[config.mk]
export PLATFORM = sky130hd
export DESIGN_NAME = matrix_loader
export DESIGN_NICKNAME = d
export VERILOG_FILES = /design/src/rtl/matrix_pkg.sv /design/src/rtl/loader_addr_gen.sv /design/src/rtl/matrix_loader.sv
export SDC_FILE = /design/constraint.sdc
export NUM_CORES = 1
export LEC_CHECK = 0
export BUFFER_PORTS_ARGS = -buffer_cell sky130_fd_sc_hd__buf_2
export CAP_MARGIN = 10
export CORE_UTILIZATION = 30
export DETAILED_ROUTE_END_ITERATION = 16
export SYNTH_ARGS = -nofsm -noshare
export SYNTH_HDL_FRONTEND = slang
export SYNTH_HIERARCHICAL = 1
export SYNTH_SLANG_ARGS = --single-unit
[constraint.sdc]
create_clock -name clk -period 2.54 [get_ports clk]
set_input_delay 0.508 -clock clk [delete_from_list [all_inputs] [get_ports clk]]
set_output_delay 0.508 -clock clk [all_outputs]
set_load 0.02 [all_outputs]
[src/rtl/matrix_pkg.sv]
// Shared constants and state type for the matrix memories and their loader.
package matrix_pkg;

   localparam int unsigned DIM     = 128;
   localparam int unsigned A_DEPTH = DIM * DIM;
   localparam int unsigned A_DW    = 8;
   localparam int unsigned B_DW    = 8;
   localparam int unsigned C_DW    = 16;
   localparam int unsigned AW      = $clog2(A_DEPTH);
   localparam int unsigned VW      = $clog2(DIM);

   typedef enum logic [2:0] {
      StIdle,
      StLoadA,
      StLoadB,
      StLoadCl,
      StLoadCh,
      StDone
   } loader_state_t;

endpackage

[src/rtl/loader_addr_gen.sv]
// Index counter for the loader: row-major A index, reused as the B/C vector index.
module loader_addr_gen #(
   parameter int unsigned DIM = 128,
   parameter int unsigned AW  = 14,
   parameter int unsigned VW  = 7
) (
   input  logic             clk,
   input  logic             reset,
   input  logic             clr,
   input  logic             inc,
   output logic [AW-VW-1:0] row,
   output logic [VW-1:0]    col,
   output logic             last_a,
   output logic             last_v
);

   logic [AW-1:0] idx_q, idx_d;

   // Next index: clear has priority over increment.
   always_comb begin
      idx_d = idx_q;
      if (clr) begin
         idx_d = '0;
      end else if (inc) begin
         idx_d = idx_q + 1'b1;
      end
   end

   // Index register.
   always_ff @(posedge clk) begin
      if (reset) begin
         idx_q <= '0;
      end else begin
         idx_q <= idx_d;
      end
   end

   // Row-major split: upper bits select the row, lower bits the column.
   assign row    = idx_q[AW-1:VW];
   assign col    = idx_q[VW-1:0];
   assign last_a = (idx_q == AW'(DIM * DIM - 1));
   assign last_v = (idx_q == AW'(DIM - 1));

endmodule

[src/rtl/matrix_loader.sv]
// Byte-stream loader filling the A, B and C matrix RAMs with a running checksum.
module matrix_loader
   import matrix_pkg::*;
#(
   parameter int unsigned DIM = matrix_pkg::DIM,
   parameter int unsigned AW  = matrix_pkg::AW,
   parameter int unsigned VW  = matrix_pkg::VW
) (
   input  logic            clk,
   input  logic            reset,
   input  logic            start,
   input  logic [7:0]      in_data,
   input  logic            in_valid,
   output logic            in_ready,
   output logic            a_we,
   output logic [AW-1:0]   a_addr,
   output logic [A_DW-1:0] a_wdata,
   output logic            b_we,
   output logic [VW-1:0]   b_addr,
   output logic [B_DW-1:0] b_wdata,
   output logic            c_we,
   output logic [VW-1:0]   c_addr,
   output logic [C_DW-1:0] c_wdata,
   output logic            busy,
   output logic            done,
   output logic [31:0]     checksum
);

   loader_state_t state_q, state_d;

   logic             accept;
   logic             cnt_clr, cnt_inc, last_a, last_v;
   logic [AW-VW-1:0] row;
   logic [VW-1:0]    col;
   logic [7:0]       lo_q, lo_d;
   logic [31:0]      sum_q, sum_d;
   logic             done_q, done_d;
   logic             a_we_q, a_we_d, b_we_q, b_we_d, c_we_q, c_we_d;
   logic [AW-1:0]    a_addr_q, a_addr_d;
   logic [VW-1:0]    b_addr_q, b_addr_d, c_addr_q, c_addr_d;
   logic [A_DW-1:0]  a_wdata_q, a_wdata_d;
   logic [B_DW-1:0]  b_wdata_q, b_wdata_d;
   logic [C_DW-1:0]  c_wdata_q, c_wdata_d;

   loader_addr_gen #(
      .DIM (DIM),
      .AW  (AW),
      .VW  (VW)
   ) u_addr_gen (
      .clk    (clk),
      .reset  (reset),
      .clr    (cnt_clr),
      .inc    (cnt_inc),
      .row    (row),
      .col    (col),
      .last_a (last_a),
      .last_v (last_v)
   );

   // Ready depends on state only, so the source may hold in_valid freely.
   assign in_ready = (state_q inside {StLoadA, StLoadB, StLoadCl, StLoadCh});
   assign busy     = in_ready;
   assign accept   = in_valid && in_ready;

   // Next-state, counter control, write-port and checksum decode.
   always_comb begin
      state_d   = state_q;
      lo_d      = lo_q;
      sum_d     = sum_q;
      cnt_clr   = 1'b0;
      cnt_inc   = 1'b0;
      a_we_d    = 1'b0;
      b_we_d    = 1'b0;
      c_we_d    = 1'b0;
      a_addr_d  = a_addr_q;
      b_addr_d  = b_addr_q;
      c_addr_d  = c_addr_q;
      a_wdata_d = a_wdata_q;
      b_wdata_d = b_wdata_q;
      c_wdata_d = c_wdata_q;
      if (accept) begin
         sum_d = sum_q + 32'(in_data);
      end
      unique case (state_q)
         StIdle, StDone: begin
            if (start) begin
               state_d = StLoadA;
               sum_d   = '0;
               cnt_clr = 1'b1;
            end
         end
         StLoadA: begin
            if (accept) begin
               a_we_d    = 1'b1;
               a_addr_d  = {row, col};
               a_wdata_d = in_data;
               if (last_a) begin
                  state_d = StLoadB;
                  cnt_clr = 1'b1;
               end else begin
                  cnt_inc = 1'b1;
               end
            end
         end
         StLoadB: begin
            if (accept) begin
               b_we_d    = 1'b1;
               b_addr_d  = col;
               b_wdata_d = in_data;
               if (last_v) begin
                  state_d = StLoadCl;
                  cnt_clr = 1'b1;
               end else begin
                  cnt_inc = 1'b1;
               end
            end
         end
         StLoadCl: begin
            if (accept) begin
               lo_d    = in_data;
               state_d = StLoadCh;
            end
         end
         StLoadCh: begin
            if (accept) begin
               c_we_d    = 1'b1;
               c_addr_d  = col;
               c_wdata_d = {in_data, lo_q};
               if (last_v) begin
                  state_d = StDone;
                  cnt_clr = 1'b1;
               end else begin
                  state_d = StLoadCl;
                  cnt_inc = 1'b1;
               end
            end
         end
         default: state_d = StIdle;
      endcase
   end

   // done trails entry into StDone by one cycle and drops on the restarting edge.
   assign done_d = (state_q == StDone) && !start;

   // State, write-port and checksum registers.
   always_ff @(posedge clk) begin
      if (reset) begin
         state_q   <= StIdle;
         lo_q      <= '0;
         sum_q     <= '0;
         done_q    <= 1'b0;
         a_we_q    <= 1'b0;
         b_we_q    <= 1'b0;
         c_we_q    <= 1'b0;
         a_addr_q  <= '0;
         b_addr_q  <= '0;
         c_addr_q  <= '0;
         a_wdata_q <= '0;
         b_wdata_q <= '0;
         c_wdata_q <= '0;
      end else begin
         state_q   <= state_d;
         lo_q      <= lo_d;
         sum_q     <= sum_d;
         done_q    <= done_d;
         a_we_q    <= a_we_d;
         b_we_q    <= b_we_d;
         c_we_q    <= c_we_d;
         a_addr_q  <= a_addr_d;
         b_addr_q  <= b_addr_d;
         c_addr_q  <= c_addr_d;
         a_wdata_q <= a_wdata_d;
         b_wdata_q <= b_wdata_d;
         c_wdata_q <= c_wdata_d;
      end
   end

   assign a_we     = a_we_q;
   assign a_addr   = a_addr_q;
   assign a_wdata  = a_wdata_q;
   assign b_we     = b_we_q;
   assign b_addr   = b_addr_q;
   assign b_wdata  = b_wdata_q;
   assign c_we     = c_we_q;
   assign c_addr   = c_addr_q;
   assign c_wdata  = c_wdata_q;
   assign done     = done_q;
   assign checksum = sum_q;

endmodule
==> impl_results.md <==
* Setup repair bufs after CTS at 0
* Setup violators final at 0
* Post-CTS Hold Buffers at 0
* Die Y at around 140 um
* DRT iter0 DRCs at 198
* CTS tree: built
* Flop pwr share at 42.1%
* WL per Instance at 14.5 um
* Antenna Violating Nets Remaining at 0
* Peak supply drop at approximately 0.42 mV
* CP Launch Type: flip-flop
* Post-synth EDFFs at 0
* Post-Syn Nets at 680
* CTS max path bufs at 2
* Max Transition Viols Final at 0
* CP required at 2.84 ns
* Min Hold Slack at 0.356 ns
* Worst hold path type: in -> reg
* Post-route cell area at about 0.0069 mm^2
* Initial antenna violation count at 1
* Total Nets Final at 806
* Maxcap violations at 0
* Combinational share of power at just under 6%
* Async set or reset register ratio after synthesis at 0%
* Number of fill cells in the layout at 1,852
* Max_slew headroom at between 50% and 60%
* Io pins at 110
* CTS Buf Count at 17
* Setup TNS at 0 ns
* Peak fanout along the critical path at 5
* Clock power share at between 50% and 60%
* Mapped cell area at 0.00539 mm^2
* PostCTS Resize Cnt at 0
* Share of cells above drive strength 1 at 25.2%
* PortBufs at 109
* Crit-path cells: inv_1 -> nor4_1 -> and4_1 -> nor3_1 -> a21oi_1 -> a2bb2oi_1 -> nor2_1 -> buf_4 -> and2_1 -> xnor2_1 -> nor2_1
* Hpwl dp at 10.5 mm
* Post-route minimum period at 2.36 ns
* Ys Warns at 6
* Starting density of the core at 30.9%
* Largest net degree at the start of global routing at between 50 and 60
* CP Capture Type: flip-flop
* Worst path most repeated cell: nor2_1
* Vias per inst at just under 5
* Crit path kind: reg -> reg
* Predominant post-synthesis flop cell: dfxtp_1
* Syn Area/Cell at roughly 8.2 um^2
* Ant. Diodes at 0
* Slowest CP cell: dfxtp_1
* Leak at 2.70 nW
* Worst Tran Pin Value at about 0.71 ns
* # rows at 48
* Cell Area, Placed at ~0.0063 mm^2
* First-pass detailed-route iteration total at 6
* Yosys cell types at 53
* Fmax at 423 MHz
* Gate Count Post-Synth at 658
* Hold Vio Cnt, Final at 0
* Wirelength, routed at 14.8 mm
* Vias in the first global route at about 4,600
* CORE AREA at between 0.015 and 0.02 mm^2
* DRC Markers at 0
* Yosys reg bits at 121
* Die area at 0.0185 mm^2
* CP peak stage delay at 0.42 ns
* CTS Sinks at 121
* GP Congestion at 0.826
* PD cells at about 660 mW/mm^2
* Layout area overhead at 28.4%
* First-pass GRT wire length at 23.5 mm
* Clock transition at the registers of the reported paths at 0.06 ns
* Critical path arrival at 2.66 ns
* Worst clock skew at 0.00906 ns
* Overall Global Routing Usage at 16.3%
* Pint at 0.00348 W
* Clock Tree Root: clkbuf_16
* Sequential area share after synthesis at 45.0%
* Vias at between 5,000 and 6,000
* Outcome: finished clean
* Final Cycle Share at between 90 and 100%
* Grt total ovfl at 0
* Clk Latency, worst-skew pair at about 0.42 ns
* Die Span X at 136 um
* RSZ-0062 raised after global routing: no
* CTS H-tree lvls at 4
* Switch Pwr at 0.00110 W
* Net Sw Frac at 24.1%
==> per-layer routing <==
| layer | wire [um] | vias to the layer above | global-route usage [%] |
|---|---|---|---|
| met3 | 802 | 13 | 5.18 |
| met2 | 6680 | 118 | 25.0 |
| met1 | 7190 | 2395 | 21.5 |
| met4 | 124 | 2 | 4.75 |
| met5 | 8 | - | 0 |
| li1 | - | 2541 | - |
==> cell type report <==
| class | count | area (um^2) | area share, % |
|---|---|---|---|
| inverters | 13 | 48.8 | 0.705 |
| clock inverters | 13 | 145 | 2.10 |
| well taps | 225 | 282 | 4.07 |
| clock buffers | 19 | 443 | 6.40 |
| multi-input cells | 489 | 2770 | 40.1 |
| repair buffers | 142 | 806 | 11.6 |
| flip-flops and latches | 121 | 2420 | 35.0 |
==> worst max-delay path, delay by kind of cell (launching register included) <==
family                 cells  cell delay (ns)
buffers and inverters      2             0.28
flip-flops                 1             0.42
AO/OA/AOI/OAI              2             0.33
AND/OR/NAND/NOR            6             1.08
XOR/XNOR                   1             0.14
==> cell usage after synthesis (12+ instances only) <==
library cell / count / area [um^2]
nand2_1: 174 / 653
o21ai_0: 12 / 60.1
clkbuf_1: 26 / 97.6
or3_1: 12 / 75.1
a21oi_1: 102 / 510
dfxtp_1: 121 / 2420
inv_1: 12 / 45.0
nand3_1: 15 / 75.1
nor2_1: 32 / 120
xnor2_1: 18 / 158
==> logic make-up (layout without fill, tap and decap cells) <==
family	Yosys count	after routing	share of synthesized area, %
xor+xnor	23	23	3.74
compound gates	156	156	17.7
simple gates	295	295	26.3
mux	5	5	0.929
buf+inv	48	187	3.95
fa+ha+maj	10	10	2.46
flops	121	121	45.0
==> cell usage in the layout, fill, tap and decap left out, types with 5 or more instances in the layout <==
| master | n |
|---|---|
| xor2_1 | 5 |
| o21ai_0 | 12 |
| buf_4 | 32 |
| a211oi_1 | 5 |
| a21oi_1 | 102 |
| nand3_1 | 14 |
| inv_1 | 12 |
| nor4_1 | 8 |
| nor3_1 | 6 |
| or3_1 | 12 |
| ha_1 | 9 |
| clkbuf_16 | 17 |
| a21o_1 | 5 |
| nor3_2 | 5 |
| nand4_1 | 9 |
| nor2_1 | 32 |
| nand2_1 | 174 |
| or4_1 | 5 |
| xnor2_1 | 18 |
| buf_2 | 109 |
| dfxtp_1 | 121 |
| mux2i_1 | 5 |
| o31ai_1 | 7 |
==> power groups by stage <==
| stage | Combinational [W] | Sequential (W) | Clock, W |
|---|---|---|---|
| final | 0.000272 | 0.00193 | 0.00238 |
| after global routing | 0.000298 | 0.00193 | 0.00253 |
| after CTS | 0.000273 | 0.00193 | 0.00244 |
| after detailed placement | 0.000271 | 0.00197 | 0 |
| after global placement | 0.000272 | 0.00197 | 0 |
| after floorplan | 0.000158 | 0.00198 | 0 |
==> final timing paths <==
check                                          from                  end  slack [ns]  cells past startpoint
worst max-delay path            u_addr_gen/idx_q[6]  u_addr_gen/idx_q[2]        0.18                     11
worst min-delay path                          start                 done        0.36                      2
worst max register to register  u_addr_gen/idx_q[6]  u_addr_gen/idx_q[2]        0.18                     11
worst min register to register            c_addr[4]            c_addr[4]        0.45                      2
==> state kept, by name, summed over array words and instances, names as in the netlist <==
name	count
c_wdata	16
c_we	1
b_we	1
a_we	1
done	1
lo_q	8
c_addr	7
b_addr	7
a_wdata	8
b_wdata	8
u_addr_gen/idx_q	14
state_q	3
a_addr	14
checksum	32
==> stage by stage <==
step	util, %	worst slack, ns	std cells	total power, W
after global routing	39.7	0.0311	1022	0.00476
after detailed placement	36.3	0.0477	990	0.00224
final	39.7	0.178	1022	0.00458
after CTS	39.7	0.194	1022	0.00464
after global placement	36.3	0.0420	990	0.00224
after floorplan	-	0.359	658	0.00214
Note: power is estimated with default switching activity, not from simulation.
